===== config.mk =====
export PLATFORM = sky130hd
export DESIGN_NAME = uart_tx_fifo
export DESIGN_NICKNAME = d
export VERILOG_FILES = /design/src/rtl/uart_tx_fifo_pkg.sv /design/src/rtl/uart_tx_fifo_sync_fifo.sv /design/src/rtl/uart_tx_fifo.sv
export SDC_FILE = /design/constraint.sdc
export NUM_CORES = 1
export LEC_CHECK = 0
export ABC_AREA = 1
export BUFFER_PORTS_ARGS = -buffer_cell sky130_fd_sc_hd__buf_2
export CORE_MARGIN = 1
export CORE_UTILIZATION = 55
export CTS_CLUSTER_DIAMETER = 120
export DETAILED_ROUTE_END_ITERATION = 12
export MAX_ROUTING_LAYER = met4
export PLACE_DENSITY = 0.79
export SYNTH_ARGS = -nofsm -noshare
export SYNTH_HDL_FRONTEND = slang
export SYNTH_SLANG_ARGS = --single-unit

===== constraint.sdc =====
create_clock -name clk_i -period 4.3 [get_ports clk_i]
set_clock_uncertainty 0.1 [all_clocks]
set_input_delay 0.215 -clock clk_i [delete_from_list [all_inputs] [get_ports clk_i]]
set_output_delay 0.215 -clock clk_i [all_outputs]
set_load 0.02 [all_outputs]

===== src/rtl/uart_tx_fifo_pkg.sv =====
// +----------------------------------------------------------------------------+
// | uart_tx_fifo_pkg: shared defaults, FSM encodings and MMIO offsets.          |
// | Rev 1.0                                                                     |
// +----------------------------------------------------------------------------+
`default_nettype none

package uart_tx_fifo_pkg;

  localparam int c_CLK_DIV_DEF    = 868;
  localparam int c_FIFO_DEPTH_DEF = 16;

  typedef logic [1:0] tx_state_t;

  localparam tx_state_t c_ST_IDLE  = 2'd0;
  localparam tx_state_t c_ST_START = 2'd1;
  localparam tx_state_t c_ST_DATA  = 2'd2;
  localparam tx_state_t c_ST_STOP  = 2'd3;

  // Byte offsets seen by the bus decoder in front of this block
  localparam logic [7:0] c_UART_TX_DATA_OFS = 8'h00;
  localparam logic [7:0] c_UART_TX_STAT_OFS = 8'h04;
  localparam logic [7:0] c_UART_TX_CTRL_OFS = 8'h08;

endpackage

`default_nettype wire


===== src/rtl/uart_tx_fifo_sync_fifo.sv =====
// +----------------------------------------------------------------------------+
// | sync_fifo: single-clock FIFO, head entry visible with no read latency.      |
// | Rev 1.0                                                                     |
// +----------------------------------------------------------------------------+
`default_nettype none

module sync_fifo #(
  parameter  int WIDTH = 8,
  parameter  int DEPTH = 16,
  localparam int AW    = $clog2(DEPTH),
  localparam int LW    = AW + 1
) (
  input  logic             clk_i,
  input  logic             rst_ni,
  input  logic             push_i,
  input  logic [WIDTH-1:0] push_data_i,
  input  logic             pop_i,
  output logic [WIDTH-1:0] head_o,
  output logic             full_o,
  output logic             empty_o,
  output logic [LW-1:0]    level_o
);

  logic [WIDTH-1:0] r_mem [DEPTH];
  logic [LW-1:0]    r_wptr;
  logic [LW-1:0]    r_rptr;
  logic             w_push;
  logic             w_pop;

  // Full is sampled before any same-cycle pop, so a pop never frees a slot early
  assign w_push = push_i && !full_o;
  assign w_pop  = pop_i && !empty_o;

  always_ff @(posedge clk_i or negedge rst_ni) begin
    if (!rst_ni) begin
      r_wptr <= '0;
      r_rptr <= '0;
    end else begin
      if (w_push) r_wptr <= r_wptr + LW'(1);
      if (w_pop)  r_rptr <= r_rptr + LW'(1);
    end
  end

  always_ff @(posedge clk_i) begin
    if (w_push) r_mem[r_wptr[AW-1:0]] <= push_data_i;
  end

  assign empty_o = (r_wptr == r_rptr);
  assign full_o  = (r_wptr[AW] != r_rptr[AW]) && (r_wptr[AW-1:0] == r_rptr[AW-1:0]);
  assign level_o = r_wptr - r_rptr;
  assign head_o  = r_mem[r_rptr[AW-1:0]];

endmodule

`default_nettype wire


===== src/rtl/uart_tx_fifo.sv =====
// +----------------------------------------------------------------------------+
// | uart_tx_fifo: buffered 8N1 UART transmitter; UART_TX_OVF_EN adds a sticky   |
// | overflow flag. Rev 1.0                                                      |
// +----------------------------------------------------------------------------+
`default_nettype none

module uart_tx_fifo
  import uart_tx_fifo_pkg::*;
#(
  parameter  int CLK_DIV    = c_CLK_DIV_DEF,
  parameter  int FIFO_DEPTH = c_FIFO_DEPTH_DEF,
  localparam int LW         = $clog2(FIFO_DEPTH) + 1
) (
  input  logic          clk_i,
  input  logic          rst_ni,
  input  logic          wr_en_i,
  input  logic [7:0]    wr_data_i,
  output logic          full_o,
  output logic          empty_o,
  output logic          busy_o,
  output logic [LW-1:0] level_o,
  output logic          txd_o
`ifdef UART_TX_OVF_EN
  ,
  output logic          ovf_o,
  input  logic          ovf_clr_i
`endif
);

  localparam logic [15:0] c_BRELOAD = 16'(CLK_DIV - 1);

  tx_state_t   r_state;
  tx_state_t   w_state_nx;
  logic [15:0] r_bcnt;
  logic [15:0] w_bcnt_nx;
  logic [2:0]  r_bidx;
  logic [2:0]  w_bidx_nx;
  logic [7:0]  r_shreg;
  logic [7:0]  w_shreg_nx;
  logic        r_txd;
  logic        w_txd_nx;
  logic        w_pop;
  logic [7:0]  w_head;
  logic        w_full;
  logic        w_empty;

  sync_fifo #(
    .WIDTH (8),
    .DEPTH (FIFO_DEPTH)
  ) u_fifo (
    .clk_i       (clk_i),
    .rst_ni      (rst_ni),
    .push_i      (wr_en_i),
    .push_data_i (wr_data_i),
    .pop_i       (w_pop),
    .head_o      (w_head),
    .full_o      (w_full),
    .empty_o     (w_empty),
    .level_o     (level_o)
  );

  always_ff @(posedge clk_i or negedge rst_ni) begin
    if (!rst_ni) begin
      r_state <= c_ST_IDLE;
      r_bcnt  <= '0;
      r_bidx  <= '0;
      r_shreg <= '0;
      r_txd   <= 1'b1;
    end else begin
      r_state <= w_state_nx;
      r_bcnt  <= w_bcnt_nx;
      r_bidx  <= w_bidx_nx;
      r_shreg <= w_shreg_nx;
      r_txd   <= w_txd_nx;
    end
  end

  always_comb begin
    w_state_nx = r_state;
    w_bcnt_nx  = r_bcnt;
    w_bidx_nx  = r_bidx;
    w_shreg_nx = r_shreg;
    w_pop      = 1'b0;
    if (r_state != c_ST_IDLE) w_bcnt_nx = r_bcnt - 16'd1;
    case (r_state)
      c_ST_IDLE: begin
        if (!w_empty) begin
          w_pop      = 1'b1;
          w_shreg_nx = w_head;
          w_bcnt_nx  = c_BRELOAD;
          w_state_nx = c_ST_START;
        end
      end
      c_ST_START: begin
        if (r_bcnt == 16'd0) begin
          w_state_nx = c_ST_DATA;
          w_bidx_nx  = 3'd0;
          w_bcnt_nx  = c_BRELOAD;
        end
      end
      c_ST_DATA: begin
        if (r_bcnt == 16'd0) begin
          w_shreg_nx = {1'b0, r_shreg[7:1]};
          w_bcnt_nx  = c_BRELOAD;
          if (r_bidx == 3'd7) w_state_nx = c_ST_STOP;
          else                w_bidx_nx  = r_bidx + 3'd1;
        end
      end
      default: begin
        if (r_bcnt == 16'd0) begin
          // Chain straight into the next start bit when more data is queued
          if (!w_empty) begin
            w_pop      = 1'b1;
            w_shreg_nx = w_head;
            w_bcnt_nx  = c_BRELOAD;
            w_state_nx = c_ST_START;
          end else begin
            w_bcnt_nx  = 16'd0;
            w_state_nx = c_ST_IDLE;
          end
        end
      end
    endcase
  end

  // Line level is derived from the upcoming state so txd_o stays registered
  always_comb begin
    w_txd_nx = 1'b1;
    case (w_state_nx)
      c_ST_START: w_txd_nx = 1'b0;
      c_ST_DATA:  w_txd_nx = w_shreg_nx[0];
      default:    w_txd_nx = 1'b1;
    endcase
  end

  assign txd_o   = r_txd;
  assign busy_o  = (r_state != c_ST_IDLE);
  assign full_o  = w_full;
  assign empty_o = w_empty;

`ifdef UART_TX_OVF_EN
  logic r_ovf;

  always_ff @(posedge clk_i or negedge rst_ni) begin
    if (!rst_ni)                r_ovf <= 1'b0;
    else if (wr_en_i && w_full) r_ovf <= 1'b1;
    else if (ovf_clr_i)         r_ovf <= 1'b0;
  end

  assign ovf_o = r_ovf;
`endif

endmodule

`default_nettype wire


# == Word-level counts from Yosys, hierarchy flattened ==
# Memory sizes are Yosys's and may differ from the RTL's.
# Index checks and enable logic that the tools add are counted.
# word_totals
ram_bits,128
mem_count,1
reg_bits,40
# classes
mux,27
eq_ne,11
reduce_logical,13
addsub,5
bitwise,1
# memory_table
memory,depth,word_bits,read_ports,rd_clocked_by_memory_dff,wr,line,text
u_fifo.r_mem,16,8,1,0,1,uart_tx_fifo_sync_fifo.sv:24,logic [WIDTH-1:0] r_mem [DEPTH];
# op_table
cell,n
$mux W16,4
$pmux W16 S2,1
$mux W8,3
$pmux W8 S3,1
$logic_not A16 Y1,1
$sub A16 B1 Y16 const B,1
$add A5 B1 Y5 const B,2
$mux W10,1
$mux W2,5
$mux W3,3
$ne A2 B2 Y1 const B,3
$pmux W2 S3,1
$pmux W3 S2,1
$reduce_bool A2 Y1,3
$eq A5 B5 Y1,1
$mux W1,5
$sub A5 B5 Y5,1
$eq A2 B1 Y1 const B,2
$eq A2 B2 Y1 const B,2
$eq A4 B4 Y1,1
$pmux W1 S2,2
$reduce_and A4 Y1,1
$add A3 B1 Y3 const B,1
$eq A3 B3 Y1 const B,1
other kinds (7),10

# == Longest topological paths before layout ==
# Gate-level depths: netlist of run 1.
# depth
ltp_word,6
ltp_mapped,14

# == Cells and area by module ==
# Synthesis of run 1 repeated with hierarchy kept, for this count alone.
# unflattened
hier_cells,893
hier_area_um2,8300.5
# modules_own_cells
module,cells_each,n_inst,area_each_um2
sync_fifo,613,1,6241.0
uart_tx_fifo,280,1,2059.5

# == Least setup slack after synthesis of run 1 ==
# OpenSTA, ideal clock, no wires.
# synth_timing
kind,flip-flop to flip-flop
from,reg u_fifo.r_rptr[1]
to,"mem u_fifo.r_mem[15][0], enable pin"
required_ps,3825
stages_incl_launch_ff,11
setup_time_ps,375
arrival_time_ps,1970
slack_ps,1855
cell_sequence,dfrtp_1 -> inv_1 -> clkbuf_1 -> ha_1 -> nand2_1 -> nor2_4 -> inv_1 -> o21ai_2 -> inv_1 -> nand2_2 -> nor2_1
# synth_via
elab_chain_len,6
# synth_rtl
element,line,text
"start, declared",uart_tx_fifo_sync_fifo.sv:26,logic [LW-1:0] r_rptr;
"start signal, assigned",uart_tx_fifo_sync_fifo.sv:40,if (w_pop) r_rptr <= r_rptr + LW'(1);
$eq A4 B4 Y1,uart_tx_fifo_sync_fifo.sv:49,assign full_o = (r_wptr[AW] != r_rptr[AW]) && (r_wptr[AW-1:0] == r_rptr[AW-1:0]);
$logic_and A1 B1 Y1,uart_tx_fifo_sync_fifo.sv:49,
$logic_not A1 Y1,uart_tx_fifo_sync_fifo.sv:31,assign w_push = push_i && !full_o;
$logic_and A1 B1 Y1,uart_tx_fifo_sync_fifo.sv:31,
$mux W1,uart_tx_fifo_sync_fifo.sv:45,if (w_push) r_mem[r_wptr[AW-1:0]] <= push_data_i;
$mux W1 (implied by the code),uart_tx_fifo_sync_fifo.sv:45,
"end, declared",uart_tx_fifo_sync_fifo.sv:24,
# Every way passes these cells.

# == Worst setup path in the final report of run 1 ==
# layout_timing
from,reg u_fifo.r_rptr[2]
to,"mem u_fifo.r_mem[8][3], enable pin"
# The elaborated chain is that of the path after synthesis.

==> results.tsv, run 1 <==
stage	metric	value	unit
clock_network	cts.clk_slew.worst_paths	70	ps
layout	stdcell_count	986	
global_routing	grt_pass1_wl	27500	um
yosys	synth_nets	805	
sta	rsz0062_at_grt	no	
placed_design	place_inst	954	
routing	dr.pass1.iters	6	
sta	setup_viol	0	
sta	worstMarginPinSlew	936	ps
min_path	hold_path_class	input pin to flop	
sta	finalCriticalPeriod	3240	ps
yosys	async_reset_ff_frac	0.238	
setup_path	crit_required	4260	ps
layout	finish.net_count	824	
placed_design	place.gp.congestion	1.01	
sta	finalCritPeriodShare	0.753	
layout	antennaDiodeCount	0	
setup_path	cp.depth	9	
clock_network	clk_latency	430	ps
global_routing	grt_pass1_vias	5364	
pwr	p_total	3.96	mW
layout	drive_gt1_frac	0.123	
routing	viasPerCell	5.71	
run	cap_violations	0	
yosys	yosys-top-cells-area	edfxtp_1 49%, dfrtp_1 12%, nand2_1 6.8%	
setup_path	crit_path_end	u_fifo.r_mem[8][3]	
clock_network	htree_levels	4	
yosys	synth_area	7900	um^2
global_routing	grtUsageTotal	0.262	
setup_path	rrSetupSlack	1060	ps
pwr	irDropWorstVdd	0.416	mV
placed_design	port_buffers	19	
pwr	p_leak	3.40	nW
clock_network	cts.sinks	168	
layout	final_area	8690	um^2
sta	setup_tns	0	ps
yosys	yosysTopAreaCellShare	0.486	
clock_network	numCtsBuffers	17	
yosys	ys_seq_area_frac	0.613	
floorplan	core_area	13900	um^2
yosys	synth_edf_count	128	
sta	drv_slew	0	
setup_path	rr_endpoint	u_fifo.r_mem[8][3]	
yosys	yosys.area.top_type	edfxtp_1	
setup_path	worstSetupEndpointType	flop	
setup_path	reg2reg_from	u_fifo.r_rptr[2]	
global_routing	antenna_found_initial	0	
yosys	postSynthCellCount	776	
routing	final_antenna_net_count	0	
floorplan	die_area	14900	um^2
placed_design	dp_hpwl	11200	um
clock_network	clock-root-buffer	clkbuf_16	
routing	routed_wl	17600	um
global_routing	grt-ovfl-total	0	
floorplan	rows	43	
sta	max_freq	309	MHz
setup_path	cp-startpoint	u_fifo.r_rptr[2]	
routing	drt_iter0_drc	686	
sta	hold_viol	0	
clock_network	max-clock-path-buffers	2	
yosys	ys_seq_elements	168	
setup_path	cp_num_buf_inv	3	
floorplan	die_w	122	um
clock_network	cts_tree	built	
setup_path	crit_chain	clkinv_1 -> ha_1 -> nand2_1 -> nor2_4 -> inv_1 -> o21ai_2 -> inv_1 -> nand2_1 -> nor2_1	
run_status	status	complete, no violations	
setup_path	crit_family	simple AND/OR/NAND/NOR gates	
pwr	cellPowerDensity	456	nW/um^2
layout	syn_to_final_growth	9.91	%
yosys	ys_warn_count	0	
routing	drc	0	
layout	fin_util	0.623	
global_routing	grt_max_degree	50	
setup_path	reg2reg_depth	9	
routing	drt-wirelength-per-cell	17.8	um
yosys	avgSynthCellArea	10.2	um^2
floorplan	start_util	0.567	
sta	relSlewSlack	0.376	
setup_path	worst_path_max_delay_cell	dfrtp_1	
setup_path	cp_max_fo	13	
floorplan	die_h	122	um
setup_path	slowest_delay	600	ps
yosys	synth_ff_type	edfxtp_1	
placed_design	place_area	8120	um^2
routing	vias	5628	
yosys	synth_cell_types	40	
setup_path	worst-setup-path-type	flop to flop	
floorplan	pin_count	20	
setup_path	cp.arrival	3200	ps
setup_path	cp-start-kind	flop	
[where the power goes]
part           switching [mW]  internal (mW)
clock                   0.639          0.800
sequential             0.0542           1.90
combinational           0.415          0.157
[cell usage in the layout, fill, tap and decap left out, types with 3 or more instances in the layout]
cell type / instances
nand3_2: 3
nand4_1: 5
nand2_1: 144
buf_4: 5
nor2_4: 9
edfxtp_1: 128
ha_1: 17
buf_2: 19
nand3_1: 37
dfrtp_1: 38
inv_2: 7
nor2_2: 7
clkbuf_16: 17
nor2_1: 134
o21ai_2: 4
xor2_1: 16
clkinvlp_4: 3
nand2_2: 5
inv_1: 56
a21oi_1: 34
inv_6: 5
o21ai_0: 67
nand2_4: 5
o211ai_1: 13
[layout make-up]
| cell class | count | area (um^2) |
|---|---|---|
| clock buffers | 18 | 429 |
| well taps | 180 | 225 |
| fillers | 1082 | 5250 |
| inverters | 65 | 244 |
| repair buffers | 26 | 153 |
| clock inverters | 12 | 118 |
| flip-flops and latches | 168 | 4850 |
| multi-input cells | 517 | 2670 |
[worst min path at each step]
| stage | slack (ps) | to | cells past startpoint | startpoint |
|---|---|---|---|---|
| after floorplan | -180 | r_bcnt[0] | 0 | rst_ni |
| after global placement | 300 | r_bidx[1] | 1 | rst_ni |
| after detailed placement | 310 | r_bidx[1] | 1 | rst_ni |
| after CTS | 100 | u_fifo.r_mem[14][7] | 1 | wr_data_i[7] |
| after global routing | 110 | u_fifo.r_mem[14][7] | 1 | wr_data_i[7] |
| final | 130 | u_fifo.r_mem[14][3] | 1 | wr_data_i[3] |
[cells by family (layout without fill, tap and decap cells)]
kind of cell / count (synthesis) / in the layout / share of synthesized area
compound gates: 126 / 126 / 0.0880
xor+xnor: 18 / 18 / 0.0199
fa+ha+maj: 18 / 18 / 0.0294
buf+inv: 91 / 121 / 0.0489
flops: 168 / 168 / 0.613
simple gates: 355 / 355 / 0.201
[stage by stage]
step / hold slack (ps) / worst slack, ps
global route: 111 / 865
detailed placement: 312 / 1160
CTS: 101 / 1110
floorplan: -181 / 1860
finish: 125 / 1060
global placement: 301 / 1200
[worst register-to-register path: stages, from the launching register on]
cell and delay [ps]:
dfrtp_1 600, clkinv_1 370, ha_1 440, nand2_1 150
nor2_4 70, inv_1 90, o21ai_2 70, inv_1 180
nand2_1 230, nor2_1 570
[routing by layer]
metal | share of wire | vias to the layer above | global-route usage
li1 | - | 2650 | -
met1 | 0.40 | 2689 | 0.311
met2 | 0.51 | 236 | 0.425
met3 | 0.066 | 53 | 0.0524
met4 | 0.033 | 0 | 0.132
met5 | 0 | - | -
[registers in the layout, indices dropped and copies added (netlist names)]
name           flops
r_bcnt            16
u_fifo.r_wptr      5
r_state            2
u_fifo.r_mem     128
txd_o              1
u_fifo.r_rptr      5
r_shreg            8
r_bidx             3
[synth_stat cells, drive strengths merged (2+ instances only)]
| cell type | number |
|---|---|
| a21oi | 35 |
| buf | 20 |
| clkbuf | 6 |
| clkinv | 2 |
| dfrtp | 39 |
| edfxtp | 128 |
| ha | 17 |
| inv | 63 |
| nand2 | 154 |
| nand3 | 41 |
| nand4 | 5 |
| nor2 | 151 |
| o211ai | 13 |
| o21ai | 72 |
| o221ai | 2 |
| o22ai | 2 |
| xnor2 | 2 |
| xor2 | 16 |
[what timing repair did]
item / 4_1_cts / 5_1_grt
setup buffers: 0 / 0
hold buffers: 2 / 0
endpoints found under the hold margin: 40 / 0
resized for setup: 0 / 0
No activity file was read; power rests on OpenSTA's default activity.
==> run 2: changes to the inputs <==
Settings changed: PLACE_DENSITY 0.79 to 0.81.
Clock period 4.3 ns to 2.95 ns, I/O delays scaled along.
==> run 2 against run 1 <==
First-iteration DRC count down 23%. Clock power up 60%. Power up 51%. Setup slack worse by 810 ps. Die area unchanged. Count of clock-buffer cells in the layout unchanged. Critical endpoint is now u_fifo.r_mem[8][7]. Largest power group unchanged. Design area up 1.3%. Non-clock buffer count up 6.
==> results.tsv, run 2 (synthesized netlist as in run 1, its figures left out) <==
stage	metric	value	unit	change
sta	setup_viol	0		unchanged
pwr	p_clk_frac	0.384		was 0.363
pwr	p_total	5.99	mW	was 3.96 mW
clock_network	max-clock-path-buffers	2		unchanged
clock_network	clock-root-buffer	clkbuf_16		unchanged
global_routing	grt-ovfl-total	0		unchanged
floorplan	die_h	122	um	unchanged
sta	rsz0062_at_grt	no		unchanged
floorplan	core_area	13900	um^2	unchanged
pwr	p_sw_frac	0.283		was 0.280
routing	drc	0		unchanged
floorplan	die_w	122	um	unchanged
setup_path	cp-startpoint	u_fifo.r_rptr[3]		was u_fifo.r_rptr[2]
global_routing	grtUsageTotal	0.266		was 0.262
setup_path	worst-setup-path-type	flop to flop		unchanged
global_routing	antenna_found_initial	0		unchanged
floorplan	pin_count	20		unchanged
sta	hold_viol	0		unchanged
run_status	status	complete, no violations		unchanged
pwr	irDropWorstVdd	0.558	mV	was 0.416 mV
placed_design	dp_hpwl	11000	um	was 11200 um
sta	drv_slew	0		unchanged
setup_path	crit_chain	inv_2 -> ha_1 -> nand2_1 -> nor2_4 -> inv_1 -> o21ai_2 -> inv_1 -> nand2_1 -> nor2_1		was clkinv_1 -> ha_1 -> nand2_1 -> nor2_4 -> inv_1 -> o21ai_2 -> inv_1 -> nand2_1 -> nor2_1
clock_network	clk_latency	430	ps	about the same
routing	vias	5563		was 5628
sta	setup_tns	0	ps	unchanged
setup_path	crit_path_end	u_fifo.r_mem[8][7]		was u_fifo.r_mem[8][3]
layout	antennaDiodeCount	0		unchanged
setup_path	worstSetupEndpointType	flop		unchanged
pwr	p_int	4.30	mW	was 2.85 mW
global_routing	grt_max_degree	67		was 50
min_path	hold_start	wr_data_i[7]		was wr_data_i[3]
layout	drive_gt1_frac	0.130		was 0.123
pwr	switching_power	1.70	mW	was 1.11 mW
min_path	hold_path_class	input pin to flop		unchanged
floorplan	die_area	14900	um^2	unchanged
clock_network	ctsResizeCount	0		unchanged
routing	final_antenna_net_count	0		unchanged
pwr	cellPowerDensity	681	nW/um^2	was 456 nW/um^2
layout	final_cell_mix	144 x nand2_1, 134 x nor2_1, 128 x edfxtp_1		unchanged
placed_design	place_inst	960		was 954
setup_path	cp.arrival	2650	ps	was 3200 ps
sta	relSlewSlack	0.384		was 0.376
pwr	p_seq_frac	0.474		was 0.493
setup_path	cp-start-kind	flop		unchanged
clock_network	cts.sinks	168		unchanged
run	cap_violations	0		unchanged
setup_path	rr_endpoint	u_fifo.r_mem[8][7]		was u_fifo.r_mem[8][3]
routing	drt-wirelength-per-cell	18.1	um	was 17.8 um
layout	finish.net_count	830		was 824
sta	finalCritPeriodShare	0.913		was 0.753
sta	max_freq	371	MHz	was 309 MHz
setup_path	reg2reg_from	u_fifo.r_rptr[3]		was u_fifo.r_rptr[2]
layout	syn_to_final_growth	11.3	%	was 9.91%
sta	worstMarginPinSlew	923	ps	was 936 ps
setup_path	slowest_delay	590	ps	was 600 ps
routing	dr.pass1.iters	5		was 6
global_routing	grt_pass1_wl	28100	um	was 27500 um
setup_path	cp_max_fo	10		was 13
global_routing	grt_pass1_vias	5415		was 5364
clock_network	numCtsBuffers	17		unchanged
layout	largest_reg_flops	128		unchanged
routing	viasPerCell	5.60		was 5.71
clock_network	cts.clk_slew.worst_paths	70	ps	about the same
clock_network	cts_tree	built		unchanged
layout	stdcell_count	994		was 986
floorplan	start_util	0.567		unchanged
layout	final_common_cell	nand2_1		unchanged
placed_design	port_buffers	19		unchanged
clock_network	htree_levels	4		unchanged
layout	final_area	8800	um^2	was 8690 um^2
sta	finalCriticalPeriod	2690	ps	was 3240 ps
setup_path	crit_required	2910	ps	was 4260 ps
setup_path	rrSetupSlack	260	ps	was 1060 ps
routing	routed_wl	18000	um	was 17600 um
setup_path	worst_path_max_delay_cell	nor2_1		was dfrtp_1
setup_path	reg2reg_depth	9		unchanged
pwr	combPwrFrac	0.142		was 0.144
routing	drt_iter0_drc	527		was 686
placed_design	place_area	8170	um^2	was 8120 um^2
pwr	p_leak	3.47	nW	was 3.40 nW
placed_design	place.gp.congestion	0.862		was 1.01
floorplan	rows	43		unchanged
-- run 2: worst min-delay path by stage --
stage / slack (ps) / to / cells after the start
detailed placement: 240 / r_bidx[1] / 1
floorplan: -250 / r_bcnt[0] / 0
CTS: 20 / u_fifo.r_mem[3][7] / 1
global route: 30 / u_fifo.r_mem[2][7] / 1
global placement: 230 / r_bcnt[3] / 1
finish: 30 / u_fifo.r_mem[3][7] / 1
-- run 2: repair_timing --
item	4_1_cts	5_1_grt
buffers inserted	0	0
endpoints found under the hold margin	40	0
hold buffers	2	0
-- run 2: critical path, delay by kind of cell, from the launching register on --
kind	cells	cell delay (ps)
AOI/OAI and AO/OA	1	70
adders and majority gates	1	290
and+or+nand+nor	4	1020
DFF	1	410
buffers and inverters	3	440
-- run 2: power groups by stage --
stage | registers [mW] | logic [mW] | clock network [mW]
2_1_floorplan | 2.86 | 0.548 | 0
3_5_place_dp | 2.89 | 0.830 | 0
5_1_grt | 2.86 | 0.923 | 2.40
6_report | 2.84 | 0.854 | 2.30
3_3_place_gp | 2.88 | 0.815 | 0
4_1_cts | 2.84 | 0.848 | 2.31
-- run 2: per-layer routing --
layer  share of wire  track usage
met3           0.067       0.0515
met1            0.40        0.318
met4           0.034        0.122
met2            0.50        0.436
met5               0            -
-- run 2: through the flow --
stage	hold WS, ps	utilization	setup WS [ps]
2_1_floorplan	-248	-	505
5_1_grt	28.2	0.631	158
4_1_cts	21.3	0.631	307
3_3_place_gp	231	0.586	405
3_5_place_dp	240	0.586	322
6_report	29.4	0.631	256
-- run 2: layout make-up --
type / instances / area, um^2
fill: 1043 / 5140
tap: 180 / 225
timing repair buffer: 32 / 198
clock buffer: 18 / 429
inverter: 65 / 244
multi-input combinational: 517 / 2670
sequential: 168 / 4850
clock inverter: 14 / 183
==> run 3: changes to the inputs <==
==> constraint.sdc (replaced) <==
create_clock -name clk_i -period 2.95 [get_ports clk_i]
set_clock_uncertainty 0.1 [all_clocks]
set_input_delay 0.4425 -clock clk_i [delete_from_list [all_inputs] [get_ports clk_i]]
set_output_delay 0.4425 -clock clk_i [all_outputs]
set_load 0.02 [all_outputs]
==> run 3 against run 2 <==
Sequential share of layout area is 0.094 points higher. Maximum frequency shrank 3.2%. Design area fell by 0.17%. Register-to-register slack improved by 60 ps. Critical endpoint is now empty_o. Highest routed layer unchanged.
==> results.tsv, run 3 (synthesized netlist as in run 1, its figures left out) <==
stage	metric	value	unit	change
run_status	status	complete, no violations		unchanged
sta	max_freq	359	MHz	was 371 MHz
sta	worstMarginPinSlew	950	ps	was 923 ps
clock_network	numCtsBuffers	17		unchanged
layout	syn_to_final_growth	11.1	%	was 11.3%
layout	fin_util	0.630		was 0.631
setup_path	worst-setup-path-type	flop to output pin		was flop to flop
routing	routed_wl	17100	um	was 18000 um
global_routing	antenna_found_initial	0		unchanged
placed_design	place_area	8220	um^2	was 8170 um^2
clock_network	cts_setup_buffers	0		unchanged
pwr	p_seq_frac	0.485		was 0.474
setup_path	reg2reg_from	u_fifo.r_rptr[3]		unchanged
clock_network	clk_latency	430	ps	about the same
setup_path	cp_max_fo	27		was 10
setup_path	crit_required	2410	ps	was 2910 ps
sta	hold_viol	0		unchanged
pwr	p_clk_frac	0.367		was 0.384
global_routing	grt_pass1_vias	5293		was 5415
routing	dr.pass1.iters	5		unchanged
setup_path	cp-start-kind	flop		unchanged
global_routing	grtUsageTotal	0.256		was 0.266
floorplan	rows	43		unchanged
clock_network	max-clock-path-buffers	2		unchanged
global_routing	grt_max_degree	68		was 67
setup_path	reg2reg_depth	9		unchanged
clock_network	cts.sinks	168		unchanged
layout	final_area	8780	um^2	was 8800 um^2
setup_path	rrSetupSlack	320	ps	was 260 ps
pwr	irDropWorstVdd	0.511	mV	was 0.558 mV
sta	finalCriticalPeriod	2780	ps	was 2690 ps
pwr	p_int	4.22	mW	was 4.30 mW
placed_design	pre_cts_slack	401	ps	was 322 ps
floorplan	die_h	122	um	unchanged
setup_path	worstSetupEndpointType	output pin		was flop
layout	final_cell_mix	144 x nand2_1, 134 x nor2_1, 128 x edfxtp_1		unchanged
layout	finish.net_count	833		was 830
layout	antennaDiodeCount	0		unchanged
pwr	cellPowerDensity	667	nW/um^2	was 681 nW/um^2
run	cap_violations	0		unchanged
pwr	switching_power	1.64	mW	was 1.70 mW
clock_network	htree_levels	4		unchanged
routing	drt-wirelength-per-cell	17.2	um	was 18.1 um
routing	viasPerCell	5.58		was 5.60
clock_network	clock-root-buffer	clkbuf_16		unchanged
layout	fill_cells	1035		was 1043
clock_network	hold_buffers	0		was 2
clock_network	cts.clk_slew.worst_paths	70	ps	about the same
floorplan	die_w	122	um	unchanged
global_routing	grt-ovfl-total	0		unchanged
sta	setup_viol	0		unchanged
routing	drt_iter0_drc	551		was 527
pwr	combPwrFrac	0.149		was 0.142
setup_path	cp.arrival	2240	ps	was 2650 ps
layout	drive_gt1_frac	0.135		was 0.130
floorplan	pin_count	20		unchanged
pwr	p_sw_frac	0.279		was 0.283
routing	final_antenna_net_count	0		unchanged
sta	drv_slew	0		unchanged
floorplan	start_util	0.567		unchanged
placed_design	dp_hpwl	10800	um	was 11000 um
layout	final_common_cell	nand2_1		unchanged
layout	largest_reg_flops	128		unchanged
floorplan	core_area	13900	um^2	unchanged
sta	setup_ws	167	ps	was 256 ps
sta	setup_tns	0	ps	unchanged
clock_network	cts_tree	built		unchanged
routing	drc	0		unchanged
pwr	p_leak	3.47	nW	about the same
floorplan	die_area	14900	um^2	unchanged
placed_design	place.gp.congestion	0.921		was 0.862
sta	finalCritPeriodShare	0.943		was 0.913
clock_network	ctsResizeCount	0		unchanged
setup_path	rr_endpoint	u_fifo.r_mem[12][0]		was u_fifo.r_mem[8][7]
global_routing	grt_pass1_wl	26900	um	was 28100 um
placed_design	port_buffers	19		unchanged
sta	rsz0062_at_grt	no		unchanged
routing	vias	5560		was 5563
min_path	hold_path_class	input pin to asynchronous set/reset pin		was input pin to flop
sta	relSlewSlack	0.367		was 0.384
run 3: cell count changes in the layout (fill, tap and decap cells not counted), sizes merged:
cell / before / now
buf: 30 / 35
bufinv: 2 / 1
clkbuf: 18 / 21
clkinv: 7 / 8
dlygate4sd3: 2 / 0
inv: 70 / 67
run 3: power groups by stage:
stage	clock network [mW]	logic [mW]	registers, mW
6_report	2.15	0.872	2.84
5_1_grt	2.26	0.939	2.85
4_1_cts	2.15	0.868	2.84
3_5_place_dp	0	0.849	2.88
3_3_place_gp	0	0.818	2.88
2_1_floorplan	0	0.548	2.86
run 3: per-layer routing:
metal  routed length (um)  global-route usage  vias to the layer above
li1                     -                   -                     2673
met1                 6790               0.306                     2652
met2                 8940               0.418                      208
met3                 1020              0.0543                       27
met4                  361               0.110                        0
met5                    0                   -                        -
run 3: worst max path at each step:
stage,slack (ps),cells after the start,end,start
after floorplan,510,10,u_fifo.r_mem[15][0],u_fifo.r_rptr[1]
after global placement,500,9,u_fifo.r_mem[6][4],u_fifo.r_rptr[3]
after detailed placement,400,9,u_fifo.r_mem[12][1],u_fifo.r_rptr[3]
after CTS,180,7,empty_o,u_fifo.r_rptr[2]
after global routing,80,7,empty_o,u_fifo.r_rptr[2]
final,170,7,empty_o,u_fifo.r_rptr[2]
run 3: through the flow:
step,hold WS [ps],power (mW),cells
floorplan,46.9,3.41,776
global placement,373,3.69,965
detailed placement,369,3.73,965
CTS,82.1,5.86,997
global route,126,6.05,997
finish,58.2,5.86,997
run 3: area by class of cell:
cell class	instances	area, um^2	area share
clock buffers	21	450	0.0513
clock inverters	11	116	0.0132
inverters	65	244	0.0278
multi-input cells	517	2670	0.304
flip-flops and latches	168	4850	0.552
well taps	180	225	0.0256
repair buffers	35	228	0.0259
run 3: critical path, stage by stage (launching register included):
cell and delay (ps):
dfrtp_1 350, clkinv_1 100, ha_1 410, nand2_1 160
nor2_4 160, nand2_4 200, inv_2 230, buf_2 200
